## src/rtl/regfile_wb_arbiter.sv

```systemverilog
// Register-file write-port arbiter: two 2-entry writeback FIFOs (ALU, load) share one write port.
// Define RR_ARB_EN for round-robin contention; otherwise the load FIFO wins contention.

module wb_fifo #(
  parameter int DATA_W = 32,
  parameter int ADDR_W = 5
) (
  input  logic                   clk,
  input  logic                   rst_n,
  input  logic                   push,
  input  logic                   pop,
  input  logic [ADDR_W-1:0]      push_rd,
  input  logic [DATA_W-1:0]      push_data,
  output logic [1:0]             count,
  output logic [ADDR_W-1:0]      head_rd,
  output logic [DATA_W-1:0]      head_data,
  output logic [2**ADDR_W-1:0]   mask
);
  logic [ADDR_W-1:0] rd_mem   [2];
  logic [DATA_W-1:0] data_mem [2];
  logic              rptr;
  logic              wptr;

  // NOTE: sequential state uses non-blocking assignments so every flop samples pre-edge values.
  always_ff @(posedge clk) begin
    if (!rst_n) begin
      rptr  <= 1'b0;
      wptr  <= 1'b0;
      count <= 2'd0;
    end else begin
      if (push) wptr <= ~wptr;
      if (pop)  rptr <= ~rptr;
      case ({push, pop})
        2'b10:   count <= count + 2'd1;
        2'b01:   count <= count - 2'd1;
        default: count <= count;
      endcase
    end
  end

  // NOTE: storage is not reset; count and pointers alone decide which entries are meaningful.
  always_ff @(posedge clk) begin
    if (push) begin
      rd_mem[wptr]   <= push_rd;
      data_mem[wptr] <= push_data;
    end
  end

  assign head_rd   = rd_mem[rptr];
  assign head_data = data_mem[rptr];

  // NOTE: every always_comb output gets a default first, so no latch is inferred.
  always_comb begin
    mask = '0;
    for (int i = 0; i < 2; i++) begin
      if (count == 2'd2 || (count == 2'd1 && rptr == 1'(i)))
        mask[rd_mem[i]] = 1'b1;
    end
  end
endmodule

module regfile_wb_arbiter #(
  parameter int DATA_W = 32,
  parameter int ADDR_W = 5
) (
  input  logic                 clk,
  input  logic                 rst_n,
  input  logic                 alu_valid,
  output logic                 alu_ready,
  input  logic [ADDR_W-1:0]    alu_rd,
  input  logic [DATA_W-1:0]    alu_data,
  input  logic                 mem_valid,
  output logic                 mem_ready,
  input  logic [ADDR_W-1:0]    mem_rd,
  input  logic [DATA_W-1:0]    mem_data,
  output logic [ADDR_W-1:0]    write_reg,
  output logic [DATA_W-1:0]    write_data,
  output logic                 reg_write_enable,
  output logic                 grant_src,
  output logic [2**ADDR_W-1:0] pending_mask
);
  typedef enum logic {SRC_ALU = 1'b0, SRC_MEM = 1'b1} src_e;

  logic [1:0]           alu_count, mem_count;
  logic [ADDR_W-1:0]    alu_head_rd, mem_head_rd;
  logic [DATA_W-1:0]    alu_head_data, mem_head_data;
  logic [2**ADDR_W-1:0] alu_mask, mem_mask;
  logic                 alu_push, mem_push, alu_pop, mem_pop;
  logic                 grant;
  src_e                 grant_sel;

  assign alu_ready = rst_n && (alu_count < 2'd2);
  assign mem_ready = rst_n && (mem_count < 2'd2);

  // Writes to x0 complete the handshake but are never queued.
  assign alu_push = alu_valid && alu_ready && (alu_rd != '0);
  assign mem_push = mem_valid && mem_ready && (mem_rd != '0);

  wb_fifo #(.DATA_W(DATA_W), .ADDR_W(ADDR_W)) u_alu_fifo (
    .clk(clk), .rst_n(rst_n), .push(alu_push), .pop(alu_pop),
    .push_rd(alu_rd), .push_data(alu_data), .count(alu_count),
    .head_rd(alu_head_rd), .head_data(alu_head_data), .mask(alu_mask)
  );

  wb_fifo #(.DATA_W(DATA_W), .ADDR_W(ADDR_W)) u_mem_fifo (
    .clk(clk), .rst_n(rst_n), .push(mem_push), .pop(mem_pop),
    .push_rd(mem_rd), .push_data(mem_data), .count(mem_count),
    .head_rd(mem_head_rd), .head_data(mem_head_data), .mask(mem_mask)
  );

`ifdef RR_ARB_EN
  src_e rr_prefer;

  // Pointer moves only on contended grants, handing preference to the loser.
  always_ff @(posedge clk) begin
    if (!rst_n)
      rr_prefer <= SRC_ALU;
    else if (alu_count != 2'd0 && mem_count != 2'd0)
      rr_prefer <= (grant_sel == SRC_ALU) ? SRC_MEM : SRC_ALU;
  end
`endif

  always_comb begin
    grant     = 1'b0;
    grant_sel = SRC_ALU;
    if (alu_count != 2'd0 && mem_count != 2'd0) begin
      grant = 1'b1;
`ifdef RR_ARB_EN
      grant_sel = rr_prefer;
`else
      grant_sel = SRC_MEM;
`endif
    end else if (alu_count != 2'd0) begin
      grant = 1'b1;
    end else if (mem_count != 2'd0) begin
      grant     = 1'b1;
      grant_sel = SRC_MEM;
    end
  end

  assign alu_pop = grant && (grant_sel == SRC_ALU);
  assign mem_pop = grant && (grant_sel == SRC_MEM);

  always_ff @(posedge clk) begin
    if (!rst_n) begin
      write_reg        <= '0;
      write_data       <= '0;
      grant_src        <= 1'b0;
      reg_write_enable <= 1'b0;
    end else if (grant) begin
      write_reg        <= (grant_sel == SRC_MEM) ? mem_head_rd : alu_head_rd;
      write_data       <= (grant_sel == SRC_MEM) ? mem_head_data : alu_head_data;
      grant_src        <= (grant_sel == SRC_MEM);
      reg_write_enable <= 1'b1;
    end else begin
      reg_write_enable <= 1'b0;
    end
  end

  always_comb begin
    pending_mask = alu_mask | mem_mask;
    if (reg_write_enable) pending_mask[write_reg] = 1'b1;
    pending_mask[0] = 1'b0;
  end
endmodule

```

## config.mk

```make
export PLATFORM = sky130hd
export DESIGN_NAME = regfile_wb_arbiter
export DESIGN_NICKNAME = d
export VERILOG_FILES = /design/src/rtl/regfile_wb_arbiter.sv
export SDC_FILE = /design/constraint.sdc
export NUM_CORES = 1
export LEC_CHECK = 0
export CAP_MARGIN = 5
export CORE_MARGIN = 1.5
export CORE_UTILIZATION = 55
export CTS_BUF_LIST = sky130_fd_sc_hd__clkbuf_4
export DETAILED_ROUTE_END_ITERATION = 10
export PLACE_DENSITY = 0.94
export SLEW_MARGIN = 20
export SYNTH_ARGS = -nofsm -noshare
export SYNTH_HDL_FRONTEND = slang
export SYNTH_SLANG_ARGS = --single-unit
```

## constraint.sdc

```tcl
create_clock -name clk -period 3.7 [get_ports clk]
set_input_delay 0.555 -clock clk [delete_from_list [all_inputs] [get_ports clk]]
set_output_delay 0.555 -clock clk [all_outputs]
set_load 0.02 [all_outputs]
```

=== Yosys cells after proc, flatten, opt, wreduce, memory -nomap -nowiden ===
Memory sizes are Yosys's and may differ from the RTL's. A register that Yosys moved wholly into a read port is not among the register bits.
Index checks and enable logic that the tools add are counted.

* Bits in writable memories: 148
* ROM bits: 0
* Output and inout port bits: 73
* Latch bits: 0
* Input port bits: 78
* Memories: 4
* Flip-flop bits (word level): 47
* Word-level logic and storage cells: 112

* Bitwise gates (word level): 9
* Order comparisons: 12
* Eq/ne operators: 8
* Reduce and logical (&&, ||, !) cells: 28
* Mux-type cells: 37
* Shift operators: 0
* Divide/modulo/power cells: 0
* Add/sub/neg operators: 4
* Multipliers: 0

{| class="wikitable"
|+ Memory list
! name !! depth !! bits a word !! read ports !! clocked after memory_dff !! write ports !! line !! source
|-
| u_alu_fifo.data_mem || 2 || 32 || 1 || 1 || 1 || 20 || <nowiki>logic [DATA_W-1:0] data_mem [2];</nowiki>
|-
| u_mem_fifo.data_mem || 2 || 32 || 1 || 1 || 1 || 20 ||
|-
| u_alu_fifo.rd_mem || 2 || 5 || 3 || 1 || 1 || 19 || <nowiki>logic [ADDR_W-1:0] rd_mem [2];</nowiki>
|-
| u_mem_fifo.rd_mem || 2 || 5 || 3 || 1 || 1 || 19 ||
|}

{| class="wikitable"
|+ Operator list
! operator !! number
|-
| $mux W32 || 6
|-
| $or A32 B32 Y32 || 4
|-
| $lt A5 B6 Y1 const B || 5
|-
| $demux W1 S5 || 5
|-
| $ge A5 B1 Y1 const B || 5
|-
| $mux W1 || 23
|-
| $logic_and A1 B1 Y1 || 18
|-
| $reduce_bool A5 Y1 || 2
|-
| $eq A2 B1 Y1 const B || 4
|-
| $eq A2 B2 Y1 const B || 4
|-
| $pmux W2 S2 || 2
|-
| $reduce_bool A2 Y1 || 4
|-
| $mux W5 || 1
|-
| $not A1 Y1 || 5
|-
| $add A2 B1 Y2 const B || 2
|-
| $logic_or A1 B1 Y1 || 4
|-
| $lt A2 B2 Y1 const B || 2
|-
| $sub A2 B1 Y2 const B || 2
|}

=== Longest topological paths before layout ===
Gate-level depths: netlist of run 1.
An unclocked memory read counts as a cell.

* Depth in word-level cells: 11
* Depth in mapped cells: 7
* Mapped depth without buffers: 7

=== Modules after synthesis ===
Synthesis of run 1 repeated with hierarchy kept, for this count alone.

* Cell total of the unflattened synthesis: 623
* Area total of the unflattened synthesis: 8702.1 um^2

{| class="wikitable"
|+ By module, submodules not included
! module !! area each (um^2) !! sequential area each (um^2) !! times used !! cells an instance
|-
| wb_fifo at u_mem_fifo || 3340.7 || 2322.2 || 1 || 203
|-
| wb_fifo at u_alu_fifo || 3329.4 || 2322.2 || 1 || 203
|-
| regfile_wb_arbiter || 2031.9 || 780.7 || 1 || 217
|}

=== Worst setup path before layout of run 1 ===
No wires, ideal clock.

* Path kind: input to register
* Start point: input port rst_n
* End point: memory u_alu_fifo.data_mem[0][0], enable pin
* Cell stages on the path: 3
* Path buffers: 0
* Arrival time: 2774 ps
* Required time: 3267 ps
* Library setup time: 433 ps
* Setup slack: 493 ps
* Path through: nor2b_1 o211ai_2 nor2_1

* Longest elaborated chain between the ends: 5

{| class="wikitable"
|+ RTL lines
! item !! line !! source
|-
| start: declaration || 67 || <nowiki>input logic rst_n,</nowiki>
|-
| $logic_and A1 B1 Y1 || 92 || <nowiki>assign alu_ready = rst_n && (alu_count < 2'd2);</nowiki>
|-
| $logic_and A1 B1 Y1 (2 in a row) || 96 || <nowiki>assign alu_push = alu_valid && alu_ready && (alu_rd != '0);</nowiki>
|-
| $mux W1 || 43 || <nowiki>if (push) begin</nowiki>
|-
| $mux W1 (not written as such) || 45 || <nowiki>data_mem[wptr] <= push_data;</nowiki>
|-
| end: declaration || 20 ||
|}

No other way between the ends.

=== Worst setup path after layout of run 1 ===
* Start point: register u_alu_fifo.count[0]
* End point: output port pending_mask[2]

* Longest elaborated chain between the ends: 9

{| class="wikitable"
|+ RTL lines
! item !! line !! source
|-
| start: declaration || 14 || <nowiki>output logic [1:0] count,</nowiki>
|-
| start signal: assignment || 34 || <nowiki>2'b10: count <= count + 2'd1;</nowiki>
|-
| start signal: assignment || 35 || <nowiki>2'b01: count <= count - 2'd1;</nowiki>
|-
| start signal: assignment || 36 || <nowiki>default: count <= count;</nowiki>
|-
| $eq A2 B1 Y1 || 56 || <nowiki>if (count == 2'd2 || (count == 2'd1 && rptr == 1'(i)))</nowiki>
|-
| $logic_and A1 B1 Y1 || 56 ||
|-
| $logic_or A1 B1 Y1 || 56 ||
|-
| $mux W32 || 56 ||
|-
| $or A32 B32 Y32 (no source line) || n/a ||
|-
| $mux W32 * || 56 ||
|-
| $or A32 B32 Y32 * || 161 || <nowiki>pending_mask = alu_mask | mem_mask;</nowiki>
|-
| $or A32 B32 Y32 (no source line) || n/a ||
|-
| $mux W32 * || 162 || <nowiki>if (reg_write_enable) pending_mask[write_reg] = 1'b1;</nowiki>
|-
| end: declaration || 80 || <nowiki>output logic [2**ADDR_W-1:0] pending_mask</nowiki>
|}

Mark *: on every way between the ends. The rest lies on a longest branch, timed or not.

==> results of run 1 <==
[cell usage in the layout, fill, tap and decap left out, types with 3 or more instances in the layout]
cell type | Yosys | layout
nand4_1 | 4 | 4
dfxtp_1 | 49 | 47
nor3b_1 | 7 | 7
o211ai_1 | 47 | 47
ha_1 | 9 | 7
nor2_1 | 24 | 20
inv_1 | 13 | 13
nand3b_1 | 14 | 14
nand3_1 | 9 | 8
inv_8 | 0 | 4
o2111ai_1 | 3 | 3
and3b_1 | 3 | 3
nand2b_1 | 3 | 3
buf_4 | 2 | 9
mux2_2 | 37 | 37
o211a_1 | 37 | 37
mux2i_1 | 37 | 37
clkbuf_4 | 0 | 17
nor3_1 | 8 | 7
clkdlybuf4s50_1 | 0 | 146
o21ai_2 | 2 | 3
edfxtp_1 | 148 | 148
xnor2_1 | 5 | 5
or4_1 | 7 | 7
or3_1 | 11 | 11
o22ai_1 | 21 | 21
inv_6 | 0 | 5
o22a_1 | 12 | 12
nor2_4 | 0 | 4
and2_1 | 11 | 11
nor2b_1 | 18 | 17
a22oi_1 | 12 | 12
nand2_1 | 60 | 60
or3b_2 | 6 | 6
nand4b_1 | 3 | 3
[metal layers]
metal	vias up	part of all wire, %	track usage (%)
met5	-	0	0
met4	0	3.2	12.0
met3	64	7.3	5.86
met2	353	51	48.5
met1	3177	39	33.3
li1	2973	-	-
[Yosys cell counts, types with 11 or more instances]
library cell,n,area [um2]
a22oi_1,12,90.1
and2_1,11,68.8
clkbuf_1,33,124
dfxtp_1,49,981
edfxtp_1,148,4440
inv_1,13,48.8
mux2_2,37,417
mux2i_1,37,370
nand2_1,60,225
nand3b_1,14,105
nor2_1,24,90.1
nor2b_1,18,113
o211a_1,37,370
o211ai_1,47,353
o22a_1,12,105
o22ai_1,21,131
or3_1,11,68.8
[worst max-delay path: stages (launching register included)]
cell and delay [ns]:
dfxtp_1 0.41, inv_1 0.08, ha_1 0.30, a21oi_2 0.29, or3b_4 0.29, nor2b_1 0.08, or4_1 0.51, clkdlybuf4s50_1 0.54
[final cells by class]
type,count,share of cell area [%]
diodes,1,0.0227
clock buffers,17,1.16
inverters,13,0.442
repair buffers,161,14.7
well taps,216,2.45
clock inverters,15,1.54
multi-input cells,440,30.5
flip-flops and latches,197,49.2
[report_power, final]
part | switching [mW] | internal, mW | leakage (nW)
clock | 0.821 | 0.325 | 0.158
combinational | 1.51 | 1.30 | 1.96
sequential | 0.375 | 2.73 | 1.76
total | 2.71 | 4.35 | 3.88
[stage by stage]
step           power [mW]  TNS [ns]  utilization (%)  cells  instance area, um2
4_1_cts              7.07  -0.00522             69.2   1058               11000
5_1_grt              7.41    -0.518             69.5   1060               11000
3_5_place_dp         5.92         0             67.2   1026               10700
6_report             7.06         0             69.5   1060               11000
2_1_floorplan        4.86         0                -    697                8950
3_3_place_gp         5.81         0             67.0   1025               10600
[cells by family after synthesis]
group | count (synthesis) | synth area share [%]
flops | 197 | 60.6
simple gates | 193 | 11.7
compound gates | 157 | 14.3
mux | 74 | 8.79
buf+inv | 60 | 2.67
fa+ha+maj | 9 | 1.26
xor+xnor | 6 | 0.587
other cells | 1 | 0.0419
[final timing paths]
kind,start,endpoint,slack (ns)
max reg2reg,u_mem_fifo.count[0],write_reg[4],1.57
min reg2reg,grant_src,grant_src,0.48
max,u_alu_fifo.count[0],pending_mask[2],0.09
min,grant_src,grant_src,0.48
[timing repair]
action                     4_1_cts  5_1_grt
resized for setup                4        7
pin swaps                        0        0
cloned                           0        0
setup buffers                    0        1
setup endpoints to repair        9       20
==> qor.yml, run 1 <==
outcome:
  status: "complete, no violations"
global_route:
  grt_pass1_wl_um: 34800
  grt_usage_pct: 27.7
  antenna_found_initial: 1
  grt_pass1_vias: 6459
  grt_max_degree: 50
  grt-ovfl-total: 0
placed_design:
  io_buffers: 149
  gp_congestion: 0.967
  pre_cts_slack_ns: 0.585
  dp_hpwl_um: 15900
drt:
  drt_pass1_iterations: 5
  wl_per_cell_um: 22.0
  drtIter0Drc: 639
  ant_nets: 0
  wirelength_um: 23400
  viasPerCell: 6.20
  drc: 0
  vias: 6567
power_and_ir_drop:
  ir_drop_uv: 501
  powerDensity_nw_per_um2: 640
  p_leak_nw: 3.88
synthesis:
  syn_inst: 697
  yosysUniqueCellTypes: 55
  syn_area_um2: 8950
  synthesis.nets: 784
  async_flop_share_pct: 0
  ys.flop_type: "edfxtp_1"
  ys_seq_area_share_pct: 60.6
  synth_edf_count: 148
  yosysWarnings: 0
  ys_seq_elements: 197
  syn_area_per_cell_um2: 12.8
die:
  die_area_um2: 17000
  die_y_um: 131
  pin_count: 151
  fp.dieW_um: 131
  start_util_pct: 56.3
  rows: 46
  coreArea_um2: 15900
sta:
  slew_violations: 0
  fin_crit_sh_pct: 97.7
  tightestPinTransition_ns: 1.02
  hold_violations: 0
  slew_headroom_pct: 31.9
  setup_violations: 0
  setup_ws_ns: 0.0865
  min_period_ns: 3.61
  max_freq_ghz: 0.277
  timing.hold.ws_ns: 0.480
  clock_skew_ns: 0.0334
  rsz0062_at_grt: "true"
worst_setup_path:
  critPathKind: "flip-flop to output port"
  worstSetupEndpointType: "output port"
  critPathMaxFanout: 8
  startpoint_type: "flip-flop"
  arrival_ns: 3.06
  cp_data_required_time_ns: 3.14
  reg2reg_depth: 5
clock_tree:
  insertion_delay_ns: 0.60
  htreeDepth: 4
  cts_hold_buf: 0
  cts.sinks: 197
  clk_pin_slew_worst_paths_ns: 0.15
  cts_inserted_buffers: 17
  cts_tree: "built"
  root_buffer: "clkbuf_4"
  cts_max_path_buffers: 2
finish:
  seqCellArea_um2: 5430
  multi_input_area_um2: 3360
  top_regs: "u_alu_fifo.data_mem: 64 flops, u_mem_fifo.data_mem: 64 flops, write_data: 32 flops"
  fill_cells: 1143
  fin_nets: 917
  drive_gt1_share_pct: 13.3
  synthToLayoutAreaGrowth_pct: 23.3
hold_path:
  worstHoldPathCells: 2
  worst_hold_path_type: "flip-flop to flip-flop"
flow_run:
  maxCapViolCount: 0
Note: power is estimated with default switching activity, not from simulation.
==> run 2, diff against run 1 <==
--- a/config.mk
+++ b/config.mk
@@ -11,7 +11,7 @@
 export CTS_BUF_LIST = sky130_fd_sc_hd__clkbuf_4
 export DETAILED_ROUTE_END_ITERATION = 10
 export PLACE_DENSITY = 0.94
-export SLEW_MARGIN = 20
+export SKIP_LAST_GASP = 1
 export SYNTH_ARGS = -nofsm -noshare
 export SYNTH_HDL_FRONTEND = slang
 export SYNTH_SLANG_ARGS = --single-unit
==> qor.yml, run 2 (synthesis results as in run 1) <==
worst_setup_path:
  critical-path-slowest-cell: "clkdlybuf4s50_1"
  cp_cell_sequence: "inv_1 > ha_1 > nor2b_1 > o21ai_2 > o22ai_1 > or4_1 > clkdlybuf4s50_1"
  arrival_ns: 3.14
  startpoint_type: "flip-flop"
  cp_data_required_time_ns: 3.14
  path_delay_family: "simple AND/OR/NAND/NOR gates"
  worstSetupEndpointType: "output port"
  critPathKind: "flip-flop to output port"
  r2r_slack_ns: 1.53
  startpoint: "u_mem_fifo.count[1]"
  max_stage_delay_ns: 0.58
  r2r-start: "u_alu_fifo.count[1]"
  path_buf_inv: 2
  critPathMaxFanout: 8
finish:
  drive_gt1_share_pct: 13.1
  fin_nets: 916
  multi_input_area_um2: 3350
  synthToLayoutAreaGrowth_pct: 22.9
  seqCellArea_um2: 5430
  top_regs: "u_alu_fifo.data_mem: 64 flops, u_mem_fifo.data_mem: 64 flops, write_data: 32 flops"
  fill_cells: 1132
  design_area_um2: 11000
  layout_commonest_cell: "edfxtp_1"
  final_cell_mix: "edfxtp_1, clkdlybuf4s50_1, nand2_1, o211ai_1, dfxtp_1"
drt:
  wirelength_um: 23100
  wl_met2_um: 11600
  drtIter0Drc: 498
  ant_nets: 0
  vias: 6531
  viasPerCell: 6.17
  drc: 0
  wl_per_cell_um: 21.9
  met3_length_um: 1640
  highest_layer: "met4"
  drt_pass1_iterations: 6
  wl_met1_um: 8990
sta:
  tightestPinTransition_ns: 1.17
  hold_violations: 0
  slew_violations: 0
  rsz0062_at_grt: "true"
  setup_ws_ns: 0.00795
  timing.hold.ws_ns: 0.482
  min_period_ns: 3.69
  fin_tns_setup_ns: 0
  fin_crit_sh_pct: 99.8
  clock_skew_ns: 0.0320
  slew_headroom_pct: 21.5
  setup_violations: 0
  max_freq_ghz: 0.271
power_and_ir_drop:
  ir_drop_uv: 565
  p_leak_nw: 3.86
  powerDensity_nw_per_um2: 642
global_route:
  grt_pass1_vias: 6463
  grt_pass1_wl_um: 34700
  grt-ovfl-total: 0
  antenna_found_initial: 1
  grt_usage_pct: 27.5
  grt_max_degree: 50
die:
  die_area_um2: 17000
  die_y_um: 131
  rows: 46
  start_util_pct: 56.3
  pin_count: 151
  fp.dieW_um: 131
  coreArea_um2: 15900
placed_design:
  gp_congestion: 0.967
  placed_area_um2: 10600
  pre_cts_slack_ns: 0.535
  io_buffers: 149
  dp_hpwl_um: 15900
clock_tree:
  root_buffer: "clkbuf_4"
  cts_hold_buf: 0
  cts.sinks: 197
  insertion_delay_ns: 0.60
  cts_tree: "built"
  clk_pin_slew_worst_paths_ns: 0.16
  htreeDepth: 4
  cts_max_path_buffers: 2
  cts_inserted_buffers: 17
outcome:
  status: "complete, no violations"
flow_run:
  maxCapViolCount: 0
hold_path:
  min_from: "grant_src"
  worst_hold_path_type: "flip-flop to flip-flop"
-- run 2: report_power, final --
part	leakage (nW)	switching [mW]	internal (mW)	total, mW
clock network	0.162	0.810	0.323	1.13
logic	1.93	1.53	1.30	2.82
registers	1.76	0.377	2.73	3.10
-- run 2: layer usage --
layer / track usage, % / up-vias
li1: - / 2971
met1: 33.0 / 3140
met2: 47.0 / 347
met3: 5.54 / 73
met4: 14.6 / 0
met5: 0 / -
-- run 2: what timing repair did --
action	CTS	global route
pin swaps	0	0
cloned	0	0
buffers inserted	0	1
resized for setup	3	5
endpoints found under the setup margin	12	13
-- run 2: path summary, 6_finish.rpt --
kind	endpoint	cells after the start
hold / removal	grant_src	2
setup reg to reg	write_data[12]	6
hold reg to reg	grant_src	2
setup / recovery	pending_mask[29]	7
-- run 2: layout make-up --
class	count	area share, %
flip-flops and latches	197	49.3
multi-input cells	440	30.5
well taps	216	2.46
clock inverters	15	1.58
clock buffers	17	1.16
diodes	1	0.0227
repair buffers	160	14.5
inverters	13	0.444
-- run 2: worst reg2reg max path: stages, from the launching register on --
cell and delay, ns:
dfxtp_1 0.38, inv_1 0.09, ha_2 0.62, buf_4 0.51, nand2_1 0.19, o211ai_1 0.15, o211a_1 0.18
-- run 2: per-stage QoR --
step / instances / utilization [%] / power (mW)
after global placement: 1025 / 67.0 / 5.81
final: 1059 / 69.3 / 7.06
after floorplan: 697 / - / 4.86
after detailed placement: 1025 / 67.0 / 5.93
after CTS: 1057 / 69.0 / 7.08
after global routing: 1059 / 69.3 / 7.39
==> run 3, diff against run 2 <==
--- a/config.mk
+++ b/config.mk
@@ -5,12 +5,13 @@
 export SDC_FILE = /design/constraint.sdc
 export NUM_CORES = 1
 export LEC_CHECK = 0
+export ABC_AREA = 1
 export CAP_MARGIN = 5
 export CORE_MARGIN = 1.5
-export CORE_UTILIZATION = 55
+export CORE_UTILIZATION = 50
 export CTS_BUF_LIST = sky130_fd_sc_hd__clkbuf_4
 export DETAILED_ROUTE_END_ITERATION = 10
-export PLACE_DENSITY = 0.94
+export PLACE_DENSITY = 0.9
 export SKIP_LAST_GASP = 1
 export SYNTH_ARGS = -nofsm -noshare
 export SYNTH_HDL_FRONTEND = slang
==> constraint.sdc (replaced) <==
create_clock -name clk -period 3.25 [get_ports clk]
set_input_delay 0.4875 -clock clk [delete_from_list [all_inputs] [get_ports clk]]
set_output_delay 0.4875 -clock clk [all_outputs]
set_load 0.02 [all_outputs]
==> qor.yml, run 3 <==
worst_setup_path:
  crit_top_cell: "nand3_1"
  worstSetupEndpointType: "output port"
  cp_cell_sequence: "inv_1 > nand2_1 > nor2_1 > nand3_1 > nand3_1 > clkdlybuf4s50_1"
  critical-path-slowest-cell: "clkdlybuf4s50_1"
  critPathKind: "flip-flop to output port"
  path_buf_inv: 2
  cp_data_required_time_ns: 2.76
  critPathMaxFanout: 4
  path_delay_family: "simple AND/OR/NAND/NOR gates"
  arrival_ns: 2.69
  cp.depth: 6
  reg2reg_depth: 9
  max_stage_delay_ns: 0.63
  startpoint_type: "flip-flop"
global_route:
  grt_max_degree: 43
  grt_usage_pct: 27.7
  grt_pass1_vias: 7759
  antenna_found_initial: 2
  grt_pass1_wl_um: 41200
  grt-ovfl-total: 0
hold_path:
  worst_hold_path_type: "input port to flip-flop"
  worstHoldPathCells: 3
drt:
  wl_per_cell_um: 18.7
  vias: 8008
  drt_pass1_iterations: 11
  drtIter0Drc: 766
  wirelength_um: 27400
  viasPerCell: 5.48
  drc: 9
  ant_nets: 0
die:
  rows: 49
  die_y_um: 139
  start_util_pct: 51.4
  die_area_um2: 19400
  fp.dieW_um: 139
  pin_count: 151
  coreArea_um2: 18100
clock_tree:
  insertion_delay_ns: 0.59
  clk_pin_slew_worst_paths_ns: 0.18
  root_buffer: "clkbuf_4"
  cts_inserted_buffers: 17
  cts.sinks: 197
  htreeDepth: 4
  cts_max_path_buffers: 2
  cts_tree: "built"
synthesis:
  ys_seq_area_share_pct: 58.3
  syn_inst: 1073
  yosysUniqueCellTypes: 27
  synth_top_area_cell: "edfxtp_1"
  yosysMostFrequentCell: "nor2_1"
  syn_area_um2: 9300
  yosys-top-cells-count: "nor2_1, nand2_1, edfxtp_1"
  ys.flop_type: "edfxtp_1"
  syn_area_per_cell_um2: 8.67
  synth_area_leaders: "edfxtp_1, dfxtp_1, nor2_1, nand2_1, nand3_1"
  async_flop_share_pct: 0
  synth.top_cell.area_share_pct: 47.8
  synthesis.nets: 1160
  synth_edf_count: 148
  yosysWarnings: 0
  ys_seq_elements: 197
finish:
  drive_gt1_share_pct: 6.42
  final_cell_mix: "nor2_1, nand2_1, edfxtp_1, clkdlybuf4s50_1, inv_1"
  layout_commonest_cell: "nor2_1"
  synthToLayoutAreaGrowth_pct: 22.8
  fin_nets: 1305
  utilization_pct: 63.2
  design_area_um2: 11400
  fill_cells: 1446
  top_regs: "u_alu_fifo.data_mem: 64 flops, u_mem_fifo.data_mem: 64 flops, write_data: 32 flops"
power_and_ir_drop:
  p_comb_share_pct: 41.3
  power_switching_share_pct: 42.3
  p_leak_nw: 4.81
  ir_drop_uv: 475
  switching_power_mw: 3.47
  powerDensity_nw_per_um2: 717
  p_int_mw: 4.72
  power_frac_seq_pct: 42.3
  power_frac_clock_pct: 16.3
placed_design:
  gp_congestion: 0.981
  placed_area_um2: 11000
  dp_hpwl_um: 19700
  io_buffers: 149
sta:
  hold_violations: 0
  slew_violations: 0
  clock_skew_ns: 0.0277
  rsz0062_at_grt: "true"
  min_period_ns: 3.17
  max_freq_ghz: 0.315
  fin_crit_sh_pct: 97.7
  tightestPinTransition_ns: 0.973
  fin_tns_setup_ns: 0
  setup_violations: 0
  slew_headroom_pct: 35.0
flow_run:
  maxCapViolCount: 0
outcome:
  violations: "design-rule violations"
  status: "finished, violations left"
==> run 3: cell count changes after synthesis, moves of 23 or more <==
cell	change
nor2_1	+223
nand2_1	+147
o211a_1	-37
nand3_1	+116
o21ai_0	+36
mux2i_1	-37
inv_1	+119
clkbuf_1	-23
mux2_2	-37
==> run 3: worst register-to-register path: cells and delay by family (launching register included) <==
family	cells	cell delay, ns
fa+ha+maj	1	0.24
buf+inv	4	1.18
simple gates	4	0.47
flops	1	0.37
==> run 3: cells by family after synthesis <==
kind of cell / after synthesis / synth area share, %
DFF: 197 / 58.3
buffers and inverters: 176 / 7.77
adders and majority gates: 9 / 1.21
xor gates and xnor gates: 4 / 0.377
AOI/OAI and AO/OA: 95 / 6.35
other: 1 / 0.0403
and+or+nand+nor: 591 / 25.9
==> run 3: metrics by stage <==
step	hold WS, ns	power (mW)	setup WS (ns)	instances
CTS	0.282	8.11	-0.0386	1458
detailed placement	0.493	6.77	0.386	1426
global placement	0.477	6.66	0.467	1426
global route	0.341	8.61	-0.0381	1461
finish	0.301	8.19	0.0751	1461
floorplan	0.456	5.49	0.309	1073
==> run 3: power by group through the flow <==
stage	combinational (mW)	sequential, mW	clock, mW
floorplan	1.84	3.65	0
global placement	3.17	3.49	0
detailed placement	3.26	3.50	0
CTS	3.31	3.45	1.34
global route	3.67	3.50	1.44
finish	3.39	3.47	1.34
==> run 3: path summary, 6_finish.rpt <==
kind	from	endpoint	slack (ns)
max reg2reg	u_mem_fifo.count[1]	write_data[6]	0.91
min	rst_n	flip-flop	0.30
min reg2reg	u_mem_fifo.rptr	u_mem_fifo.rptr	0.53
max	u_alu_fifo.rd_mem[0][4]	pending_mask[14]	0.08
==> run 3: area by class of cell <==
class	instances	area (um2)	share of cell area (%)
clock inverters	15	175	1.53
multi-input cells	701	3260	28.6
repair buffers	166	1630	14.3
clock buffers	17	128	1.12
flip-flops and latches	197	5430	47.5
diodes	1	2.50	0.0219
inverters	135	509	4.46
well taps	229	287	2.51
==> run 3: what timing repair did <==
action                                  4_1_cts  5_1_grt
gates resized for setup                       8       24
setup buffers                                 0        1
pin swaps                                     0        1
endpoints found under the setup margin       31       31
gates cloned                                  0        1
hold buffers                                  0        0
==> run 3: routing by layer <==
layer  global-route usage, %  share of wire, %  up-vias
li1                        -                 -     3796
met1                    34.1                39     3753
met2                    48.9                50      397
met3                    4.03               7.6       60
met4                    11.9               3.3        2
met5                       0             0.037        -
